**src/rtl/light_pkg.sv**
```systemverilog
// Shared definitions for the traffic-light monitor: phase encodings, default phase
// times and active-low 7-segment patterns ({g,f,e,d,c,b,a}).
package light_pkg;

    typedef enum logic [1:0] {
        PH_RED    = 2'b00,
        PH_YELLOW = 2'b01,
        PH_GREEN  = 2'b10,
        PH_NONE   = 2'b11
    } phase_t;

    localparam int DEF_RED_TIME    = 10;
    localparam int DEF_YELLOW_TIME = 5;
    localparam int DEF_GREEN_TIME  = 15;

    localparam logic [6:0] SEG_BLANK = 7'h7F;

    // NONE is a recovery phase; the controller restarts into GREEN from it.
    function automatic phase_t next_phase(input phase_t p);
        case (p)
            PH_RED:    return PH_GREEN;
            PH_YELLOW: return PH_RED;
            PH_GREEN:  return PH_YELLOW;
            default:   return PH_GREEN;
        endcase
    endfunction

    function automatic logic [6:0] seg_pattern(input logic [3:0] digit);
        case (digit)
            4'd0:    return 7'h40;
            4'd1:    return 7'h79;
            4'd2:    return 7'h24;
            4'd3:    return 7'h30;
            4'd4:    return 7'h19;
            4'd5:    return 7'h12;
            4'd6:    return 7'h02;
            4'd7:    return 7'h78;
            4'd8:    return 7'h00;
            4'd9:    return 7'h10;
            default: return SEG_BLANK;
        endcase
    endfunction

endpackage

```
**src/rtl/seg7_decoder.sv**
```systemverilog
// Single-digit BCD to active-low 7-segment decoder with a blank override.
module seg7_decoder
    import light_pkg::*;
(
    input  logic [3:0] digit,
    input  logic       blank,
    output logic [6:0] seg
);

    always_comb begin
        // NOTE: assign a default first in every always_comb so no path can infer a latch.
        seg = SEG_BLANK;
        if (!blank) seg = seg_pattern(digit);
    end

endmodule

```
**src/rtl/light_phase_monitor.sv**
```systemverilog
// Monitors the light controller's state/count_time on each tick, drives lamps and a
// 2-digit scanned countdown. Optional green warning flash: define GREEN_WARN_FLASH_EN.
module light_phase_monitor
    import light_pkg::*;
#(
    parameter int SCAN_DIV    = 1000,
    parameter int RED_TIME    = DEF_RED_TIME,
    parameter int YELLOW_TIME = DEF_YELLOW_TIME,
    parameter int GREEN_TIME  = DEF_GREEN_TIME,
    parameter int WARN_LEVEL  = 3
)
(
    input  logic       clk,
    input  logic       reset,
    input  logic       tick,
    input  logic [1:0] state,
    input  logic [3:0] count_time,
    input  logic       err_clr,
    output logic       lamp_red,
    output logic       lamp_yellow,
    output logic       lamp_green,
    output logic [6:0] seg,
    output logic [1:0] an,
    output logic       phase_done,
    output logic       err_seq,
    output logic       err_count
);

    localparam logic [3:0] RED_T    = 4'(RED_TIME);
    localparam logic [3:0] YELLOW_T = 4'(YELLOW_TIME);
    localparam logic [3:0] GREEN_T  = 4'(GREEN_TIME);
    localparam int         SCAN_W   = $clog2(SCAN_DIV);
    localparam logic [SCAN_W-1:0] SCAN_LAST = SCAN_W'(SCAN_DIV - 1);

    phase_t      s_in;
    phase_t      p_state;
    logic [3:0]  p_count;
    logic        valid;
    logic        disp_tens;
    logic [3:0]  disp_ones;
    logic [SCAN_W-1:0] scan_cnt;
    logic        tens_sel;
    logic        scan_en;

    phase_t      exp_state;
    logic [3:0]  exp_count;
    logic        seq_bad;
    logic        cnt_bad;
    logic        check;

    assign s_in  = phase_t'(state);
    assign check = tick && valid;

    // Expected pair: continue the countdown, or at zero move to the next phase and reload.
    always_comb begin
        exp_state = p_state;
        exp_count = p_count - 4'd1;
        if (p_count == 4'd0) begin
            exp_state = next_phase(p_state);
            case (exp_state)
                PH_RED:    exp_count = RED_T;
                PH_YELLOW: exp_count = YELLOW_T;
                default:   exp_count = GREEN_T;
            endcase
        end
        seq_bad = (s_in != exp_state) || ((p_count == 4'd0) && (count_time != exp_count));
        cnt_bad = (p_count != 4'd0) && (s_in == exp_state) && (count_time != exp_count);
    end

`ifdef GREEN_WARN_FLASH_EN
    localparam logic [3:0] WARN_T = 4'(WARN_LEVEL);
    logic warn_active;
`endif

    always_ff @(posedge clk) begin
        // NOTE: sequential state uses <= so every flop sees pre-edge values regardless of statement order.
        if (reset) begin
            valid       <= 1'b0;
            p_state     <= PH_RED;
            p_count     <= 4'd0;
            lamp_red    <= 1'b0;
            lamp_yellow <= 1'b0;
            lamp_green  <= 1'b0;
            disp_tens   <= 1'b0;
            disp_ones   <= 4'd0;
            phase_done  <= 1'b0;
            err_seq     <= 1'b0;
            err_count   <= 1'b0;
`ifdef GREEN_WARN_FLASH_EN
            warn_active <= 1'b0;
`endif
        end else begin
            phase_done <= check && (p_count == 4'd0) && !seq_bad;
            // A violation in the same cycle as err_clr keeps the flag set.
            err_seq    <= (err_seq && !err_clr) || (check && seq_bad);
            err_count  <= (err_count && !err_clr) || (check && cnt_bad);
            if (tick) begin
                valid       <= 1'b1;
                p_state     <= s_in;
                p_count     <= count_time;
                lamp_red    <= (s_in == PH_RED);
                lamp_yellow <= (s_in == PH_YELLOW);
                disp_tens   <= (count_time >= 4'd10);
                disp_ones   <= (count_time >= 4'd10) ? count_time - 4'd10 : count_time;
`ifdef GREEN_WARN_FLASH_EN
                if (s_in == PH_GREEN && count_time <= WARN_T) begin
                    lamp_green  <= warn_active ? !lamp_green : 1'b0;
                    warn_active <= 1'b1;
                end else begin
                    lamp_green  <= (s_in == PH_GREEN);
                    warn_active <= 1'b0;
                end
`else
                lamp_green  <= (s_in == PH_GREEN);
`endif
            end
        end
    end

    // Free-running digit scan, independent of tick.
    always_ff @(posedge clk) begin
        if (reset) begin
            scan_cnt <= '0;
            tens_sel <= 1'b0;
            scan_en  <= 1'b0;
        end else begin
            scan_en <= 1'b1;
            if (scan_cnt == SCAN_LAST) begin
                scan_cnt <= '0;
                tens_sel <= !tens_sel;
            end else begin
                scan_cnt <= scan_cnt + 1'b1;
            end
        end
    end

    logic [3:0] mux_digit;
    logic       mux_blank;

    always_comb begin
        mux_digit = disp_ones;
        mux_blank = !valid;
        if (tens_sel) begin
            mux_digit = {3'b000, disp_tens};
            mux_blank = !valid || !disp_tens;
        end
    end

    assign an = !scan_en ? 2'b11 : (tens_sel ? 2'b01 : 2'b10);

    seg7_decoder u_seg7_decoder (
        .digit (mux_digit),
        .blank (mux_blank),
        .seg   (seg)
    );

endmodule

```
**config.mk**
```make
export PLATFORM = sky130hd
export DESIGN_NAME = light_phase_monitor
export DESIGN_NICKNAME = d
export VERILOG_FILES = /design/src/rtl/light_pkg.sv /design/src/rtl/seg7_decoder.sv /design/src/rtl/light_phase_monitor.sv
export SDC_FILE = /design/constraint.sdc
export NUM_CORES = 1
export LEC_CHECK = 0
export CORE_ASPECT_RATIO = 1.4
export CORE_MARGIN = 3
export CORE_UTILIZATION = 57
export DETAILED_ROUTE_END_ITERATION = 12
export GPL_ROUTABILITY_DRIVEN = 1
export PLACE_DENSITY_LB_ADDON = 0.25
export SYNTH_ARGS = -nofsm -noshare
export SYNTH_HDL_FRONTEND = slang
export SYNTH_SLANG_ARGS = --single-unit
export TNS_END_PERCENT = 5
```
**constraint.sdc**
```tcl
create_clock -name clk -period 5.2 [get_ports clk]
set_input_delay 1.04 -clock clk [delete_from_list [all_inputs] [get_ports clk]]
set_output_delay 1.04 -clock clk [all_outputs]
set_load 0.01 [all_outputs]
```
Yosys cells after proc, flatten, opt, wreduce, memory -nomap -nowiden
Memories as Yosys holds them, arrays and structs flattened.
Cells that the tools add are included.
Storage, ports and cells
  bits of input ports: 10
  bits in latches: 0
  word-level logic and storage cells: 64
  memories: 1
  register bits: 30
  bits in read-only memories: 112
  bits in writable memories: 0
  output and inout bits: 15
Memories
  (name not given): words 16, width 7, read ports 1, clocked after memory_dff 0, wr ports 0, line light_pkg.sv:29  | case (digit)
Cells by class
  bitwise gates (word level): 0
  multiply operators: 0
  multiplexer cells: 12
  div/mod/pow operators: 0
  add/subtract/negate cells: 3
  reduce and logical (&&, ||, !) cells: 24
  equality and inequality tests: 9
  shifts and indexed selects: 0
  $lt $le $gt $ge: 1
Operators with widths (count)
  two-way mux 4 bit: 3
  adder 10 x 1 -> 10 bit (second input constant): 1
  equality test 10 bit (second input constant): 1
  logical AND 1 bit: 10
  two-way mux 2 bit: 4
  one-hot mux 4 bit (2 select lines): 1
  two-way mux 7 bit: 1
  equality test 2 x 1 -> 1 bit (second input constant): 3
  zero test 1 bit: 5
  equality test 2 bit (second input constant): 2
  >= comparator 4 bit (second input constant): 1
  zero test 2 bit: 2
  zero test 4 bit: 1
  logical OR 1 bit: 4
  != test 4 bit: 1
  one-hot mux 2 bit (2 select lines): 1
  nonzero test 4 bit: 1
  subtractor 4 x 1 -> 4 bit (second input constant): 1
  subtractor 4 bit (second input constant): 1
  equality test 2 bit: 1
  two-way mux 1 bit: 2
  != test 2 bit: 1
  OR reduction 2 bit: 1

Logic depth before layout (Yosys ltp)
  word-level depth: 11
  gate-level depth with buffers: 9
  gate-level depth less buffers: 8

Hierarchy
From an unflattened synthesis, not the netlist that was laid out.
Second synthesis, totals
  cells, all modules: 204
  area total of the unflattened synthesis: 1727.9 sq um
By module, submodules not included
  light_phase_monitor: instances 1, cells each 171, seq. area each 580.6 sq um, area an instance 1492.7 sq um
  seg7_decoder: instances 1, cells each 33, seq. area each 0.0 sq um, area an instance 235.2 sq um

Worst setup path before layout
Ideal clock, no wire load.
  path kind: register to output
  start: reg tens_sel
  end: out seg[6]
  data required time: 4160 ps
  arrival time: 1609 ps
  cell stages (with the launch flop): 8
  setup slack: 2551 ps
  path buffers: 1
  cell sequence: dfxtp_1 > clkbuf_1 > nand2b_1 > inv_1 > ha_1 > a21oi_1 > nor2_1 > or3_1
On the way
  cells in the longest elaborated chain, start to end: 3
  elaborated cells between the ends (all ways): 4
  classes of those cells: mux: 3; memory: 1
RTL lines
  from (decl): line light_phase_monitor.sv:42  | logic tens_sel;
  from (signal assigned): line light_phase_monitor.sv:130  | tens_sel <= !tens_sel;
  two-way mux 4 bit: line light_phase_monitor.sv:143  | if (tens_sel) begin
  memory read (16 x 7 bit)
  two-way mux 7 bit (*): line seg7_decoder.sv:13  | if (!blank) seg = seg_pattern(digit);
  to (decl): line light_phase_monitor.sv:22  | output logic [6:0] seg,
Every way passes the cells marked *; elsewhere a longest branch is shown, timed or not.

Final worst setup path
Ends and elaborated chain as after synthesis.

==> results.toml <==
[clocking]
post_cts_buffers = 0
cts_buffers = 5
ctsRootBufferMaster = "clkbuf_4"
cts_tree = "done"
htree_levels = 2
hold_buffers = 0
clockBufferDepth = 2
cts_sinks = 29
clk_latency_ns = 0.34
worst_setup_hold_path_clk_slew_ns = 0.10
cts.repair.resized = 0

[detailed_routing]
drtAntennaViolNets = 0
initialDrtViolationCount = 38
route.detailed.drc = 0
wl_per_cell_um = 13.1
dr.pass1.iters = 4
num_vias = 1461
wirelength_um = 3440
routed_via_density = 5.56

[global_routing]
antenna_found_initial = 0
grt_pass1_wl_um = 5780
grt-ovfl-total = 0
track_usage_pct = 21.0
grt_max_degree = 23
grt_pass1_vias = 1375

[die]
fp.coreArea_mm2 = 0.00270
start_util_pct = 61.8
die_h_um = 70
ios = 25
die_w_um = 51.7
rows = 22
dieArea_mm2 = 0.00362

[sta]
tns_ns = 0
rsz0062_at_grt = "no"
worst_slew_pin_slew_ns = 0.825
timing.slew.headroom_pct = 44.9
drv_slew = 0
finClkSkew_ns = 0.00416
max_freq_ghz = 0.268
fin_crit_ns = 3.73
setup_viol = 0
hold_viol = 0
fin_crit_sh_pct = 71.8

[setup_path]
crit_type = "reg -> out"
startpoint = "tens_sel$_SDFFE_PP0P_"
worstPathRequired_ns = 4.16
cp-start-kind = "register"
critical_path_arrival_ns = 2.69
cp-end-kind = "output pin"
worstPathMaxFanout = 13
r2r_start = "p_count[0]$_SDFFE_PP0P_"

[power_and_ir_drop]
p_total_uw = 538
p_int_uw = 394
clkPwrFrac_pct = 36.7
p_leak_uw = 0.000817
switching_share_pct = 26.7
comb_power_share_pct = 18.7
p_seq_share_pct = 44.6
p_per_area_mw_per_mm2 = 269
peakVddDrop_uv = 261
power_switching_uw = 144

[synthesis]
synth-edff-count = 0
synth_nets = 225
synthCells = 204
postSynthAreaPerCell_um2 = 8.18
yosysSeqAreaShare_pct = 34.8
ys_types = 34
async_reset_ff_share_pct = 0
ys.flop_type = "dfxtp_1"
ys_seq_elements = 29
yosysWarnings = 0
synth.cell_area_mm2 = 0.00167

[final_layout]
layout-drive-gt1-share_pct = 5.29
antennaDiodeCount = 0
area_growth_pct = 20.0
nets = 247

[min_path]
min_path_type = "reg -> reg"
hp-start = "scan_cnt[0]$_SDFF_PP0_"

[outcome]
status = "finished, final reports clean"

[flow_run]
cap_viol_max_count = 0

[place]
port_buffers = 24
post-dp-hpwl_um = 2510
routabilityCongestion = 0.903
-- cell usage after synthesis (3+ instances only) --
| master | count | area share [%] |
|---|---|---|
| a21oi_1 | 12 | 3.6 |
| a22oi_1 | 3 | 1.4 |
| and3_1 | 3 | 1.1 |
| clkbuf_1 | 6 | 1.4 |
| dfxtp_1 | 29 | 35 |
| ha_1 | 11 | 8.3 |
| inv_1 | 17 | 3.8 |
| mux2i_1 | 14 | 8.4 |
| nand2_1 | 10 | 2.3 |
| nand2b_1 | 8 | 3.0 |
| nand3_1 | 5 | 1.5 |
| nand3b_1 | 3 | 1.4 |
| nand4_1 | 3 | 1.1 |
| nor2_1 | 35 | 7.9 |
| nor3_1 | 3 | 0.90 |
| o21ai_0 | 5 | 1.5 |
| xnor2_1 | 13 | 6.8 |
| xor2_1 | 4 | 2.1 |
-- layout by cell type (no fill, tap or decap), types with 3 or more instances in the layout --
cell type / count
mux2i_1: 14
and3_1: 3
inv_1: 17
a21oi_1: 12
nand3_1: 5
xor2_1: 4
dfxtp_1: 29
nand4_1: 3
clkdlybuf4s50_1: 24
nor2_1: 35
nand2_1: 10
clkbuf_4: 5
nand2b_1: 8
xnor2_1: 13
a22oi_1: 3
nand3b_1: 3
o21ai_0: 5
nor3_1: 3
ha_1: 11
-- per-stage QoR --
step / area, µm² / cells / hold WS, ns / setup slack, ns / util [%]
2_1_floorplan: 1670 / 204 / 0.413 / 2.55 / -
3_3_place_gp: 1910 / 255 / 0.426 / 1.99 / 70.9
3_5_place_dp: 1910 / 255 / 0.432 / 1.85 / 70.9
4_1_cts: 2000 / 263 / 0.447 / 1.47 / 74.2
5_1_grt: 2000 / 263 / 0.469 / 1.35 / 74.2
6_report: 2000 / 263 / 0.444 / 1.47 / 74.2
-- worst max-delay path: stages, from the launching register on --
cell,delay (ns)
dfxtp_1,0.59
mux2i_1,0.44
inv_1,0.12
ha_1,0.22
a21oi_1,0.15
nor2_1,0.04
or3_1,0.31
clkdlybuf4s50_1,0.49
-- layout make-up --
type                    instances  area [µm²]
inverters                      17        63.8
repair buffers                 24         240
clock buffers                   6        51.3
multi-input cells             149         982
well taps                      36        45.0
clock inverters                 2        37.5
fillers                       224         697
flip-flops and latches         29         581
-- power groups by stage --
stage | Combinational (µW) | Sequential (µW) | Clock (µW)
6_report | 101 | 240 | 197
5_1_grt | 113 | 241 | 208
4_1_cts | 101 | 240 | 200
3_5_place_dp | 101 | 245 | 0
3_3_place_gp | 95.5 | 244 | 0
2_1_floorplan | 68.3 | 243 | 0
-- per-layer routing --
| metal | share of wire [%] | track usage (%) | vias to the layer above |
|---|---|---|---|
| met4 | 2.5 | 11.4 | 0 |
| li1 | - | - | 723 |
| met1 | 40 | 22.3 | 690 |
| met5 | 0 | 0 | - |
| met3 | 4.7 | 4.05 | 11 |
| met2 | 53 | 37.4 | 37 |
-- cells by family (layout without fill, tap and decap cells) --
family,Yosys count,in the layout,synth area share (%)
AND/OR/NAND/NOR,79,79,23.2
XOR/XNOR,17,17,8.93
AO/OA/AOI/OAI,27,27,9.45
multiplexers,15,15,9.08
adder cells (fa/ha/maj),11,11,8.25
flip-flops,29,29,34.8
buffers and inverters,26,49,6.30
-- sequential cells by signal, summed over array words and instances, names as in the netlist --
name and count:
scan_cnt 10, p_count 4, disp_ones 3, p_state 2
disp_tens 1, err_count 1, err_seq 1, lamp_green 1
lamp_red 1, lamp_yellow 1, phase_done 1, scan_en 1
tens_sel 1, valid 1
-- path summary, 6_finish.rpt --
| check | end | slack [ns] | depth (start not counted) |
|---|---|---|---|
| setup reg to reg | phase_done$_SDFF_PP0_ | 2.96 | 8 |
| setup / recovery | seg[6] | 1.47 | 7 |
| hold / removal | scan_cnt[0]$_SDFF_PP0_ | 0.44 | 1 |
| hold reg to reg | scan_cnt[0]$_SDFF_PP0_ | 0.44 | 1 |
Power figures use the tool's default switching activity.
